<file path="src/rtl/board_status_led.sv">
// board_status_led
//   Registered status LED driver for the board top level. Synchronises the
//   DDR3 calibration flag and the AXI GPIO output into clk50m and drives the
//   LED bank. It provides a heartbeat, a calibration watchdog with sticky loss
//   detection, a GPIO rising-edge counter and a stretched GPIO activity pulse.
//
// Ports
//   clk50m                 in   1  50 MHz system clock
//   reset_rtl_0            in   1  asynchronous active-low reset
//   init_calib_complete_0  in   1  DDR3 calibration done (async to clk50m)
//   gpio_io_o_0            in   1  AXI GPIO output (async to clk50m)
//   led                    out  8  status LEDs, active-high, all registered
//     [0] calib status  [1] gpio level  [2] gpio activity
//     [5:3] gpio rising-edge count  [6] calib fault  [7] heartbeat
module board_status_led #(
    parameter int unsigned HB_HALF       = 25_000_000,
    parameter int unsigned FAST_HALF     = 3_125_000,
    parameter int unsigned CALIB_TIMEOUT = 100_000_000,
    parameter int unsigned STRETCH       = 2_500_000
) (
    input  logic       clk50m,
    input  logic       reset_rtl_0,
    input  logic       init_calib_complete_0,
    input  logic       gpio_io_o_0,
    output logic [7:0] led
);

    localparam int unsigned HB_W    = $clog2(HB_HALF);
    localparam int unsigned FAST_W  = $clog2(FAST_HALF);
    localparam int unsigned TIMER_W = $clog2(CALIB_TIMEOUT);
    // One extra value so STRETCH itself is representable when it is a power of two.
    localparam int unsigned ACT_W   = $clog2(STRETCH + 1);

    localparam logic [HB_W-1:0]    HB_LAST    = HB_W'(HB_HALF - 1);
    localparam logic [FAST_W-1:0]  FAST_LAST  = FAST_W'(FAST_HALF - 1);
    localparam logic [TIMER_W-1:0] TIMER_LAST = TIMER_W'(CALIB_TIMEOUT - 1);
    localparam logic [ACT_W-1:0]   ACT_LOAD   = ACT_W'(STRETCH);

    typedef enum logic [1:0] {
        WAIT_CALIB,
        RUN,
        TIMEOUT,
        LOST
    } state_t;

    state_t state, state_next;

    logic               calib_m, calib_s;
    logic               gpio_m, gpio_s, gpio_d;
    logic [HB_W-1:0]    hb_cnt;
    logic               hb;
    logic [FAST_W-1:0]  fast_cnt;
    logic               fast;
    logic [TIMER_W-1:0] timer;
    logic [2:0]         edge_cnt;
    logic [ACT_W-1:0]   act;
    logic               gpio_rise;
    logic               gpio_any;
    logic [7:0]         led_next;

    assign gpio_rise = gpio_s & ~gpio_d;
    assign gpio_any  = gpio_s ^ gpio_d;

    // Input synchronisers plus one delay stage for edge detection.
    always_ff @(posedge clk50m or negedge reset_rtl_0) begin
        if (!reset_rtl_0) begin
            calib_m <= 1'b0;
            calib_s <= 1'b0;
            gpio_m  <= 1'b0;
            gpio_s  <= 1'b0;
            gpio_d  <= 1'b0;
        end else begin
            calib_m <= init_calib_complete_0;
            calib_s <= calib_m;
            gpio_m  <= gpio_io_o_0;
            gpio_s  <= gpio_m;
            gpio_d  <= gpio_s;
        end
    end

    // Heartbeat and fast-blink dividers; both free-run in every state.
    always_ff @(posedge clk50m or negedge reset_rtl_0) begin
        if (!reset_rtl_0) begin
            hb_cnt   <= '0;
            hb       <= 1'b0;
            fast_cnt <= '0;
            fast     <= 1'b0;
        end else begin
            if (hb_cnt == HB_LAST) begin
                hb_cnt <= '0;
                hb     <= ~hb;
            end else begin
                hb_cnt <= hb_cnt + HB_W'(1);
            end
            if (fast_cnt == FAST_LAST) begin
                fast_cnt <= '0;
                fast     <= ~fast;
            end else begin
                fast_cnt <= fast_cnt + FAST_W'(1);
            end
        end
    end

    // Watchdog timer, GPIO edge counter and activity stretcher.
    always_ff @(posedge clk50m or negedge reset_rtl_0) begin
        if (!reset_rtl_0) begin
            timer    <= '0;
            edge_cnt <= '0;
            act      <= '0;
        end else begin
            if (state == WAIT_CALIB) begin
                timer <= timer + TIMER_W'(1);
            end
            if (gpio_rise) begin
                edge_cnt <= edge_cnt + 3'd1;
            end
            if (gpio_any) begin
                act <= ACT_LOAD;
            end else if (act != '0) begin
                act <= act - ACT_W'(1);
            end
        end
    end

    // Calibration FSM: state register.
    always_ff @(posedge clk50m or negedge reset_rtl_0) begin
        if (!reset_rtl_0) begin
            state <= WAIT_CALIB;
        end else begin
            state <= state_next;
        end
    end

    // Calibration FSM: next state. Calibration seen wins over the timeout.
    always_comb begin
        state_next = state;
        case (state)
            WAIT_CALIB: begin
                if (calib_s) begin
                    state_next = RUN;
                end else if (timer == TIMER_LAST) begin
                    state_next = TIMEOUT;
                end
            end
            TIMEOUT: begin
                if (calib_s) begin
                    state_next = RUN;
                end
            end
            RUN: begin
                if (!calib_s) begin
                    state_next = LOST;
                end
            end
            LOST: begin
                state_next = LOST;
            end
        endcase
    end

    // Calibration FSM: LED outputs, registered below.
    always_comb begin
        led_next      = '0;
        led_next[1]   = gpio_s;
        led_next[2]   = (act != '0);
        led_next[5:3] = edge_cnt;
        led_next[7]   = hb;
        case (state)
            WAIT_CALIB: led_next[0] = hb;
            RUN:        led_next[0] = 1'b1;
            TIMEOUT:    led_next[6] = fast;
            LOST:       led_next[6] = 1'b1;
        endcase
    end

    always_ff @(posedge clk50m or negedge reset_rtl_0) begin
        if (!reset_rtl_0) begin
            led <= '0;
        end else begin
            led <= led_next;
        end
    end

endmodule
</file>
<file path="config.mk">
export PLATFORM = sky130hd
export DESIGN_NAME = board_status_led
export DESIGN_NICKNAME = d
export VERILOG_FILES = /design/src/rtl/board_status_led.sv
export SDC_FILE = /design/constraint.sdc
export NUM_CORES = 1
export LEC_CHECK = 0
export ABC_AREA = 1
export ABC_CLOCK_PERIOD_IN_PS = 4100
export BUFFER_PORTS_ARGS = -buffer_cell sky130_fd_sc_hd__buf_2
export CORE_ASPECT_RATIO = 1.5
export CORE_MARGIN = 5
export CORE_UTILIZATION = 64
export CTS_CLUSTER_DIAMETER = 60
export CTS_CLUSTER_SIZE = 10
export DETAILED_ROUTE_END_ITERATION = 6
export PLACE_DENSITY = 0.81
export SYNTH_ARGS = -nofsm -noshare
export SYNTH_HDL_FRONTEND = slang
export SYNTH_SLANG_ARGS = --single-unit
</file>
<file path="constraint.sdc">
create_clock -name clk50m -period 4.1 [get_ports clk50m]
set_input_delay 0 -clock clk50m [delete_from_list [all_inputs] [get_ports clk50m]]
set_output_delay 0 -clock clk50m [all_outputs]
set_load 0.05 [all_outputs]
</file>
== Yosys cells after proc, flatten, opt, wreduce, memory -nomap -nowiden ==
Index checks and enable logic that the tools add are counted.

* Bits in registers: 116
* Latch bits: 0
* Bits in writable memories: 0
* Bits in read-only memories: 0
* Input bits: 4
* Output and inout port bits: 8
* Logic and storage cells: 48
* Memories: 0

* $add $sub $neg: 5
* Multiply operators: 0
* Divide/modulo/power cells: 0
* Magnitude comparators: 0
* Eq/ne operators: 9
* Shifts and indexed selects: 0
* Multiplexer cells: 11
* Bitwise operators: 5
* Reductions and logical operators: 4

{| class="wikitable"
|+ Operator list
! operator !! count
|-
| 22-bit 2-to-1 mux || 3
|-
| 27-bit by 1-bit adder with 27-bit output (second input constant) || 1
|-
| 27-bit == test (second input constant) || 1
|-
| 25-bit by 1-bit adder with 25-bit output (second input constant) || 1
|-
| 25-bit == test (second input constant) || 1
|-
| 25-bit 2-to-1 mux || 1
|-
| 22-bit by 1-bit adder with 22-bit output (second input constant) || 1
|-
| 22-bit == test (second input constant) || 1
|-
| 22-bit nonzero test || 1
|-
| 22-bit by 1-bit subtractor with 22-bit output (second input constant) || 1
|-
| 2-bit 2-to-1 mux || 4
|-
| 2-bit one-hot mux with 4 select lines || 1
|-
| 2-bit == test (second input constant) || 2
|-
| 2-bit != test (second input constant) || 2
|-
| 1-bit one-hot mux with 2 select lines || 2
|-
| 3-bit by 1-bit adder with 3-bit output (second input constant) || 1
|-
| 3-bit by 2-bit != test with 1-bit output (second input constant) || 1
|-
| 1-bit NOT || 3
|-
| 3-bit AND reduction || 1
|-
| 2-bit by 1-bit == test with 1-bit output (second input constant) || 1
|-
| 2-bit zero test || 1
|-
| 2-bit nonzero test || 1
|-
| 1-bit bitwise AND || 1
|-
| 1-bit XOR || 1
|}

== Longest topological paths before layout ==
Gate-level depths: netlist of run 1.

* Word-level depth: 4
* Mapped depth: 11
* Depth with buffers taken out: 11

== Least setup slack after synthesis of run 1 ==
OpenSTA, ideal clock, no wires.

* Path type: reg2reg
* Start: reg act[0]
* End: reg act[1]
* Library setup time: 83 ps
* Data arrival time: 1341 ps
* Required time: 4017 ps
* Slack: 2677 ps
* Stages on the path, launching flop included: 9
* Path buffers: 0
* Clock period less this slack: 1423 ps
* Path through: dfrtp_1 inv_1 ha_1 nand2_1 nor2_2 nand3_4 nor2_8 nand2_1 o21ai_0

* Word-level cells in the longest chain between the ends: 3
* Elaborated cells on any way between the ends: 5
* Those cells by class: add/sub (1); mux (2); reduce/logical (2)

{| class="wikitable"
|+ RTL lines
! what !! RTL line !! RTL
|-
| start, declared || 56 || <nowiki>logic [ACT_W-1:0] act;</nowiki>
|-
| start signal, assigned || 120 || <nowiki>act <= act - ACT_W'(1);</nowiki>
|-
| 22-bit by 1-bit subtractor with 22-bit output || 120 ||
|-
| 22-bit 2-to-1 mux || 119 || <nowiki>end else if (act != '0) begin</nowiki>
|-
| 22-bit 2-to-1 mux || 117 || <nowiki>if (gpio_any) begin</nowiki>
|}

Several ways; a longest one is shown, not always the timed one. The select of a mux whose other input is x is not followed.
A chain may end at the register's enable or synchronous reset.

== Worst setup path in the final report of run 1 ==
* Start: reg gpio_s
* End: reg act[0]

* Word-level cells in the longest chain between the ends: 2
* Elaborated cells on any way between the ends: 3
* Those cells by class: mux (1); bitwise (1); reduce/logical (1)

{| class="wikitable"
|+ RTL lines
! what !! RTL line !! RTL
|-
| start, declared || 49 || <nowiki>logic gpio_m, gpio_s, gpio_d;</nowiki>
|-
| start signal, assigned || 76 || <nowiki>gpio_s <= gpio_m;</nowiki>
|-
| 1-bit XOR (*) || 62 || <nowiki>assign gpio_any = gpio_s ^ gpio_d;</nowiki>
|-
| 22-bit 2-to-1 mux / 2-bit nonzero test (equally long branches) || -- ||
|}

Every way passes the cells marked *; elsewhere a longest branch is shown, timed or not.

==> results.txt, run 1 <==
* Outcome: completed
- Vias post-DR: 5340
- Reg2reg start: gpio_s
- The detail route stage leaves a number of antenna-violating nets equal to 0.
- Proportion of netlist area held by the largest area contributor: 45.8%
* Final count of pins violating max slew: 0
- The die is 131 um tall.
* Number of antenna violations at the first check in global routing: 0
- The count of endpoints failing hold in the final timing report was 0.
- The routed design could run at a clock period as short as 1.94 ns.
- TritonCTS built the clock tree.
- Detailed Route WL: 13.8 mm
- For this design the static power due to leakage is 3.45 nW.
* Cell type contributing the most total cell area after synthesis: sky130_fd_sc_hd__dfrtp_1
* Minimum setup slack after placement: 2.19 ns
- The first detailed-routing pass took 5 iterations.
- Adding up every negative setup slack in the final design gives 0 ns.
- Buffers placed on the I/O ports in this run total 11.
* Classification of the worst setup path: register to register
- Final HPWL from detailed placement: 9.63 mm
* Post-synth design cell area: 6280 um^2
* Area growth from synthesis to final layout: 14.7%
- Pin placement for this block handled 12 I/O pins.
* Sinks on Clock Net: 115
- Vias in the first global route: 5478
- Die area: 11900 um^2
- Dividing the detail-routed via count by the number of cells gives 5.47.
* Iter 0 DRT Violations: 323
* Final estimated routing congestion in global placement: 0.934
* Number of buffers added by the clock tree synthesis step: 17
* Post-Synthesis Mean Instance Area: 7.67 um^2
- In the synthesized netlist the async set-or-reset flop fraction comes to 100%.
- In the global route stage, overall resource usage came out at 24.3%.
- In the finished design, the share of the clock period the worst path needs comes to 47.3%.
- Clock latency on the worst-skew pair, taken at its later pin, is 0.41 ns.
- Maximum count of clock buffers along a single path: 2
* Grt total ovfl: 0
- Of all nets on the critical path, the largest fanout is 14.
- The synthesized design contains 0 enable-type register cells.
- Post-CTS setup buffer count: 0
* Slowest cell on the critical path: sky130_fd_sc_hd__ha_1
- The number of antenna diodes in the final layout is 0.
- Synthesis inferred 115 register bits.
- Cell types with the highest counts after synthesis: 197 x sky130_fd_sc_hd__nand2_1, 142 x sky130_fd_sc_hd__nor2_1, 117 x sky130_fd_sc_hd__inv_1
- Cell-by-cell trace of the critical path: ha_1 > clkinv_1 > nor2_8 > nand2_1 > o21ai_0
- The startpoint identified for the worst hold timing path is init_calib_complete_0.
- Fmax: 515 MHz
* Maximum number of pins on one net before global-route repair: 81
- Dividing the detail-routed wire length by the instance count gives 14.1 um.
* Arrival time at the worst endpoint: 2.27 ns
- Gate Count Post-Synth: 818
- Share of post-route cells with drive strength above 1: 11.4%
- For this run, the number of Yosys warnings is 0.
- Clock edge transition at the registers on the reported setup and hold paths: 0.05 ns
- Area of the core region: 9630 um^2
* Cell count of the worst reg-to-reg path: 5
- Including well taps, the total number of placed cells is 941.
- Horiz. Die Dim: 90.9 um
- Overall power consumption after layout is estimated at 3.28 mW.
* Number of failing setup endpoints in the final timing report: 0
- For this run, the leading register cell type out of synthesis is sky130_fd_sc_hd__dfrtp_1.
- Classification of the worst-slack hold path: input pin to register
- Reported max-cap violation count: 0
- The floorplan has 44 rows.
* Final worst slack: 2.16 ns
- Synth cell types: 33
* # fillers: 699
- Final clock skew: 0.00753 ns
- Summing the sequential cell areas from Yosys gives 45.8% of the chip area.
- Worst voltage drop across the vdd grid: 0.000455 V
- Initial standard-cell utilization of the core: 65.2%
* First-pass GRT wire length: 24.0 mm
- For the worst setup path, the data required time is 4.43 ns.
- Final cell count without fillers: 976
* Buffer cell driving the clock tree root: sky130_fd_sc_hd__clkbuf_16
- Synthesized net count: 828
- Dividing total power by cell area gives a power density of 456 nW/um^2.
- Among all cell types in the netlist, the one instantiated most often is sky130_fd_sc_hd__nand2_1.
- Kind of start point of the critical path: register
- In this design, the stage delay of the slowest critical-path cell is 0.58 ns.
- Unrepaired setup endpoints after global routing: no
- Htree depth: 4
- After detailed routing, the number of remaining DRC violations is 0.
* Worst Hold Depth: 2
- After the last flow step, the layout net total stands at 858.
* Nature of the critical path endpoint: register
- The critical path starts at gpio_s.
* Area contributors post-synth: sky130_fd_sc_hd__dfrtp_1 46%, sky130_fd_sc_hd__nand2_1 12%, sky130_fd_sc_hd__nor2_1 8.5%, sky130_fd_sc_hd__inv_1 7.0%, sky130_fd_sc_hd__xor2_1 5.3%
- Tightest Pin Transition: 0.996 ns
- Slew Limit Headroom: 33.6%
==> logic make-up after synthesis <==
| family | Yosys count | share of synthesized area [%] |
|---|---|---|
| and+or+nand+nor | 491 | 36.0 |
| xor gates and xnor gates | 45 | 6.28 |
| adders and majority gates | 6 | 1.20 |
| AOI/OAI and AO/OA | 32 | 2.71 |
| muxes | 1 | 0.179 |
| buffers and inverters | 128 | 7.79 |
| DFF | 115 | 45.8 |
==> path summary, 6_finish.rpt <==
kind                              endpoint  slack [ns]
worst max-delay path                act[0]        2.16
worst min-delay path               calib_m        0.23
worst max register to register      act[0]        2.16
worst min register to register      gpio_s        0.38
max in group asynchronous       hb_cnt[21]        2.75
min in group asynchronous        timer[23]        0.30
==> per-stage QoR <==
stage / utilization (%) / hold WS (ns) / instance area, um^2
finish: 74.7 / 0.232 / 7200
global route: 74.7 / 0.256 / 7200
CTS: 74.7 / 0.225 / 7200
detailed placement: 67.1 / 0.111 / 6460
global placement: 67.1 / 0.109 / 6460
floorplan: - / -0.296 / 6280
==> layout make-up <==
class                      instances  area [um^2]  share of cell area (%)
clock buffer                      24          512                    7.11
timing repair buffer              15         95.1                    1.32
multi-input combinational        575         2910                    40.4
sequential                       115         2880                    40.0
clock inverter                     8          193                    2.68
tap                              115          144                    2.00
inverter                         124          465                    6.47
==> metal layers <==
metal / up-vias / part of all wire, % / GRT usage, %
li1: 2603 / - / -
met1: 2518 / 40 / 27.1
met2: 166 / 53 / 43.0
met3: 53 / 3.9 / 5.38
met4: 0 / 3.6 / 12.2
met5: - / 0 / 0
==> cell usage in the layout (no fill, tap or decap), drive strengths merged, types with 21 or more instances in the layout <==
| master | n |
|---|---|
| nor3 | 30 |
| nand3 | 58 |
| clkbuf | 24 |
| nor2 | 166 |
| nand2 | 208 |
| dfrtp | 115 |
| inv | 123 |
| xor2 | 38 |
| nand4 | 21 |
==> timing repair <==
item | 4_1_cts | 5_1_grt
gates resized for setup | 0 | 0
hold endpoints to repair | 81 | 0
setup endpoints to repair | 0 | 0
hold buffers | 3 | 0
==> report_power, final <==
| part | internal (mW) | switching [mW] |
|---|---|---|
| logic | 0.0797 | 0.208 |
| registers | 1.20 | 0.0480 |
| clock network | 1.24 | 0.508 |
==> critical path: cells and delay by family (launching register included) <==
| family | cells | cell delay (ns) |
|---|---|---|
| AOI/OAI and AO/OA | 1 | 0.07 |
| DFF | 1 | 0.39 |
| and+or+nand+nor | 2 | 0.35 |
| adders and majority gates | 1 | 0.58 |
| buffers and inverters | 1 | 0.47 |
==> state kept, by name (all words and copies together), names as in the netlist <==
name and count:
gpio_s 1, calib_s 1, fast 1, led 8
act 22, hb 1, fast_cnt 22, gpio_m 1
calib_m 1, state 2, hb_cnt 25, timer 27
edge_cnt 3
No activity file was read; power rests on OpenSTA's default activity.
==> run 2, diff against run 1 <==
Settings changed: ABC_CLOCK_PERIOD_IN_PS 4100 to 1700, CORE_UTILIZATION 64 to 57, PLACE_DENSITY 0.81 to 0.76.
Clock period 4.1 ns to 1.7 ns, I/O delays scaled along.
==> run 2 against run 1 <==
Non-clock buffer count up 11. Largest power group unchanged. Total power grew 130%. Register-to-register slack got worse by 2.0 ns. Cell count rose by 4.3%. Clock skew decreased by 0.00081 ns.
==> results.txt, run 2 (synthesis results as in run 1) <==
* Nature of the critical path endpoint: register
* # fillers: 884
- Number of placed instances, taps included: 983
* Horiz. Die Dim: 95.7 um
* Number of vias per cell: 5.20
- The library cell used most frequently in the layout, excluding fill and tap cells, is sky130_fd_sc_hd__nand2_1.
- In this run, the number of DRC markers left after iteration 0 of detailed routing was 238.
- Buffers placed on the I/O ports in this run total 11.
* Number of buffer and inverter instances along the worst setup path: 2
- After legalization and detailed placement, the total HPWL measured 9.69 mm.
- CP max FO: 6
- For this design the top-level I/O count stands at 12.
- Antenna-violating nets left: 0
- Vias post-DR: 5298
* Final cell count without fillers: 1018
* Reported max-cap violation count: 0
- The number of global-route vias before repair came to 5400.
- For this run, the post-layout net count is 869.
- Derived from the worst setup path, the maximum achievable clock frequency is 637 MHz.
- Area of the core region: 10900 um^2
- First-pass GRT wire length: 23.8 mm
* Final estimated routing congestion in global placement: 0.910
- Post-detailed-placement cell area: 6590 um^2
* Initial standard-cell utilization of the core: 57.4%
- With fillers left out, the area of the finished cells amounts to 7280 um^2.
- Row Count: 47
- Detailed Route WL: 13.7 mm
- For this run, the slowest stage of the critical path takes 0.39 ns.
* Gate family responsible for the most delay along the worst path: simple AND/OR/NAND/NOR gates
* Maximum count of clock buffers along a single path: 2
* Final count of pins violating max slew: 0
- Power spread over the standard cell area amounts to 1020 nW/um^2.
- Biggest regs: timer x27, hb_cnt x25
- Entering global routing, the biggest net connects 116 pins.
- The layer flagged by global routing as most heavily used is met2.
- Hold is met by 0.160 ns.
* Number of antenna violations at the first check in global routing: 0
- For the worst setup path, the data arrival time is 1.86 ns.
- Antenna diode instance count: 0
- After clock tree synthesis, the clock-pin slew on the worst setup and hold paths is 0.05 ns.
* Worst reg-to-reg setup slack: 0.13 ns
* Tightest Pin Transition: 0.684 ns
* Global-route track usage on met2: 39.0%
- For this design the static power due to leakage is 3.46 nW.
- Overall fraction of global-route tracks in use: 22.5%
- Grt total ovfl: 0
* Number of failing setup endpoints in the final timing report: 0
* Latest clock arrival within the worst-skew pair: 0.41 ns
* Met1 track demand over resource in global routing: 25.3%
- In the global route stage, met3 resource usage came out at 6.20%.
- Buffer cell driving the clock tree root: sky130_fd_sc_hd__clkbuf_16
* Detailed Routing Iterations Pass 1: 5
- The worst-case IR drop observed on VDD is 0.00114 V.
* Final Util: 66.6%
- timer holds more flip-flops than any other register.
- Required time at the worst-slack endpoint: 1.99 ns
- In the routed design, unresolved DRC markers number 0.
- Measured against its own limit, the worst slew margin works out to 54.4%.
- The worst setup path is of the register to register kind.
- Die area: 13300 um^2
- Classification of the worst-slack hold path: input pin to async pin
* Outcome: completed
- Slowest cell on the critical path: sky130_fd_sc_hd__dfrtp_1
- Number of flip-flops under the largest register name: 27
* Wirelength per Cell: 13.5 um
- For the final database, setup skew stands at 0.00671 ns.
* Area growth from synthesis to final layout: 16.0%
* DIE HEIGHT: 139 um
- The clock tree synthesis step divided the H-tree into 4 levels.
- Kind of start point of the critical path: register
- For this design, the sink count on the clock tree is 115.
- In the layout the commonest cells are 194 x sky130_fd_sc_hd__nand2_1, 139 x sky130_fd_sc_hd__nor2_1, 117 x sky130_fd_sc_hd__inv_1, 115 x sky130_fd_sc_hd__dfrtp_1, 52 x sky130_fd_sc_hd__nand3_1.
- TritonCTS created 17 clock buffers.
* Final period util: 92.4%
- The post-route netlist has 13.5% of its cells at a drive strength greater than 1.
- The smallest clock period supported by the final layout is computed as 1.57 ns.
- Clock tree from TritonCTS: built
- The count of endpoints failing hold in the final timing report is 0.
* Cell-by-cell trace of the critical path: inv_1 > nand2_1 > nor3_1 > nand4_1 > nor2_2 > buf_4 > nor2_1
run 2: routing by layer:
| metal | part of all wire (%) | vias to the layer above | wire length [um] |
|---|---|---|---|
| met5 | 0 | - | 0 |
| met4 | 3.5 | 0 | 482 |
| met3 | 3.7 | 42 | 503 |
| met2 | 53 | 124 | 7320 |
| met1 | 39 | 2507 | 5410 |
| li1 | - | 2625 | - |
run 2: what timing repair did:
item,4_1_cts,5_1_grt
gates resized for setup,0,11
buffers inserted,0,1
hold buffers,3,0
endpoints found under the hold margin,117,0
setup endpoints to repair,0,18
run 2: path summary, 6_finish.rpt:
kind,start,depth (start not counted),endpoint
min in group clk50m,init_calib_complete_0,2,calib_m
min,reset_rtl_0,3,timer[15]
max reg2reg,hb_cnt[10],7,hb_cnt[11]
max,hb_cnt[10],7,hb_cnt[11]
min reg2reg,gpio_m,0,gpio_s
max in group asynchronous,reset_rtl_0,3,act[17]
run 2: layout make-up:
cell class,count,area [um^2],area share [%]
multi-input combinational,575,2940,40.4
inverter,124,465,6.39
clock inverter,8,124,1.70
timing repair buffer,26,190,2.61
tap,147,184,2.53
clock buffer,23,498,6.84
sequential,115,2880,39.5
run 2: worst register-to-register path: stages (launching register included):
cell and delay, ns:
sky130_fd_sc_hd__dfrtp_1 0.39, sky130_fd_sc_hd__inv_1 0.09, sky130_fd_sc_hd__nand2_1 0.05, sky130_fd_sc_hd__nor3_1 0.37
sky130_fd_sc_hd__nand4_1 0.18, sky130_fd_sc_hd__nor2_2 0.15, sky130_fd_sc_hd__buf_4 0.17, sky130_fd_sc_hd__nor2_1 0.06
run 2: through the flow:
stage,total power [mW],setup WS [ns],setup TNS [ns]
finish,7.41,0.130,0
CTS,7.48,0.0759,0
global route,7.72,-0.0355,-0.0802
floorplan,3.51,0.277,0
global placement,3.73,0.129,0
detailed placement,3.74,0.109,0
run 2: power breakdown:
part           leakage (nW)  total, mW  switching (mW)  internal [mW]
Combinational          1.68      0.712           0.509          0.204
Clock                 0.301       3.69            1.21           2.49
Sequential             1.48       3.01           0.115           2.89
Total                  3.46       7.41            1.83           5.58
==> run 3, diff against run 2 <==
Settings changed: ABC_CLOCK_PERIOD_IN_PS 1700 to 1600, BUFFER_PORTS_ARGS -buffer_cell sky130_fd_sc_hd__buf_2 to unset, CORE_UTILIZATION 57 to 64, DONT_BUFFER_PORTS set to 1, PLACE_DENSITY 0.76 to 0.8.
Clock period 1.7 ns to 1.6 ns, I/O delays scaled along.
==> run 3 against run 2 <==
The run now ends with negative hold slack left. Largest cell class unchanged. Utilization up 9.8 points. Setup slack worse by 0.079 ns. Clock-buffer cell count is the same. Largest power group unchanged. Register-to-register slack worse by 0.08 ns.
==> results.txt, run 3 (synthesis results as in run 1) <==
- Antenna-violating nets left: 0
* Clock tree from TritonCTS: built
- Commonest non-fill, non-tap cell in the layout: sky130_fd_sc_hd__nand2_1
- The total overflow left after global routing is 0.
- Wirelength per Cell: 14.0 um
* Post-detailed-placement cell area: 6490 um^2
* Final count of pins violating max slew: 0
* DIE HEIGHT: 131 um
* Clock network fraction of total power: 48.4%
- Worst voltage drop across the vdd grid: 0.000999 V
- Post-Route Setup TNS: 0 ns
- For this design the static power due to leakage is 3.52 nW.
* Met1 track demand over resource in global routing: 26.4%
- Final estimated routing congestion in global placement: 0.929
- Most used cells in the layout excluding fill and tap cells: 192 x sky130_fd_sc_hd__nand2_1, 133 x sky130_fd_sc_hd__nor2_1, 115 x sky130_fd_sc_hd__inv_1, 115 x sky130_fd_sc_hd__dfrtp_1, 51 x sky130_fd_sc_hd__nand3_1
* Number of placed instances, taps included: 942
* Final period util: 96.8%
* Detailed Route WL: 13.9 mm
* Detailed Routing Iterations Pass 1: 5
* Sinks on Clock Net: 115
* Relative contribution of combinational cells to total power: 6.9%
- The count of endpoints failing hold in the final timing report was 115.
* Nets@finish: 877
- Ranked by flip-flop count, first place goes to timer.
- The critical path in this run is classified as register to register.
* Worst reg-to-reg setup slack: 0.05 ns
* Top-level port count: 12
* Kind of start point of the critical path: register
- Overall fraction of global-route tracks in use: 23.7%
* Peak-usage layer in the global routing report: met2
- Net switching is 24.8% of the power.
- Hold repair after CTS inserted 2 buffers.
* Number of antenna violations at the first check in global routing: 0
- The root buffer cell chosen for the clock tree is sky130_fd_sc_hd__clkbuf_16.
- Slew Limit Headroom: 66.0%
- Detailed routing inserted a total of 5398 vias.
- Counting I/O delays and the setup requirement, the final critical path takes 1.55 ns.
- The core region is 9630 um^2.
- On the final layout, the worst hold slack is -0.717 ns.
- Switching power: 1.87 mW
* Number of failing setup endpoints in the final timing report: 0
- Clock edge transition at the registers on the reported setup and hold paths: 0.05 ns
* First-pass GRT wire length: 23.4 mm
- Die area: 11900 um^2
- The min-delay analysis places its worst path in the category input pin to async pin.
* Failing checks: negative hold slack
- In the final layout, the registers with the most flip-flops are timer x27, hb_cnt x25.
* Vias in the first global route: 5396
* Reported max-cap violation count: 0
- Maximum count of clock buffers along a single path: 2
- Initial standard-cell utilization of the core: 65.2%
- Number of buffers added by the clock tree synthesis step: 17
* Power density over cell area: 1030 nW/um^2
- Final cell count without fillers: 991
* Required time at the worst-slack endpoint: 1.91 ns
- The number of antenna diodes in the final layout is 0.
- Using the TritonRoute via totals, the vias-per-cell ratio works out to 5.45.
* Arrival time at the worst endpoint: 1.86 ns
* Tightest Pin Transition: 0.506 ns
- Area growth from synthesis to final layout: 17.1%
* Residual DRC: 0
* Htree depth: 4
* Number of flip-flops under the largest register name: 27
- Sequential share of power: 44.7%
- Cells fill 76.3% of the core in the end.
- Cell-internal power: 5.68 mW
* Post-route cell area: 7350 um^2
- Before CTS, the worst setup slack after placement is 0.000650 ns.
- In the global route stage, met3 resource usage came out at 5.38%.
- Entering global routing, the biggest net connects 116 pins.
- Input/output buffers: 0
- Total power: 7.55 mW
- Along the worst path, the maximum fanout reaches 6.
* Nature of the critical path endpoint: register
- Fmax: 645 MHz
* Row Count: 44
* Horiz. Die Dim: 90.9 um
- Share of post-route cells with drive strength above 1: 15.4%
- At the later pin of the worst-skew pair, clock insertion delay measures 0.41 ns.
* Final worst slack: 0.0508 ns
* Unrepaired setup endpoints after global routing: yes
- The run finished, with violations left.
* Iter 0 DRT Violations: 284
- Summed over all nets, the half-perimeter wirelength after detailed placement is 9.41 mm.
* Global-route track usage on met2: 40.8%
* Final clock skew: 0.00855 ns
[run 3: worst max-delay path, cell delays in order (launching register included)]
cell	delay [ns]
sky130_fd_sc_hd__dfrtp_1	0.43
sky130_fd_sc_hd__nor2_1	0.17
sky130_fd_sc_hd__nand2_1	0.15
sky130_fd_sc_hd__nor2_1	0.22
sky130_fd_sc_hd__nand3_4	0.17
sky130_fd_sc_hd__buf_4	0.18
sky130_fd_sc_hd__nand4_1	0.07
sky130_fd_sc_hd__inv_1	0.04
[run 3: routing by layer]
layer / vias up / wire length, um
met1: 2547 / 5390
met4: 0 / 575
li1: 2643 / -
met2: 154 / 7360
met3: 54 / 559
met5: - / 0
[run 3: layout make-up]
cell class | count | area (um^2)
timing repair buffer | 33 | 253
tap | 115 | 144
inverter | 124 | 465
multi-input combinational | 576 | 3050
sequential | 115 | 2880
fill | 646 | 2280
clock buffer | 23 | 488
clock inverter | 5 | 77.6
[run 3: path summary, 6_finish.rpt]
kind	cells after the start	endpoint	start
worst min register to register	0	gpio_s	gpio_m
worst min-delay path	0	timer[13]	reset_rtl_0
min in group clk50m	1	gpio_m	gpio_io_o_0
max in group asynchronous	0	hb_cnt[10]	reset_rtl_0
worst max register to register	7	act[3]	act[9]
worst max-delay path	7	act[3]	act[9]
[run 3: power groups by stage]
stage	registers (mW)	logic (mW)	clock network, mW
after floorplan	3.39	0.343	0
after global placement	3.42	0.429	0
after detailed placement	3.42	0.444	0
after CTS	3.38	0.458	3.67
after global routing	3.40	0.587	3.82
final	3.38	0.521	3.65
[run 3: what timing repair did]
item                                    in CTS  in global routing
endpoints found under the setup margin       4                 42
endpoints found under the hold margin      117                115
buffers inserted                             0                 18
pin swaps                                    0                 10
cloned                                       0                  1
gates resized for setup                      2                 33
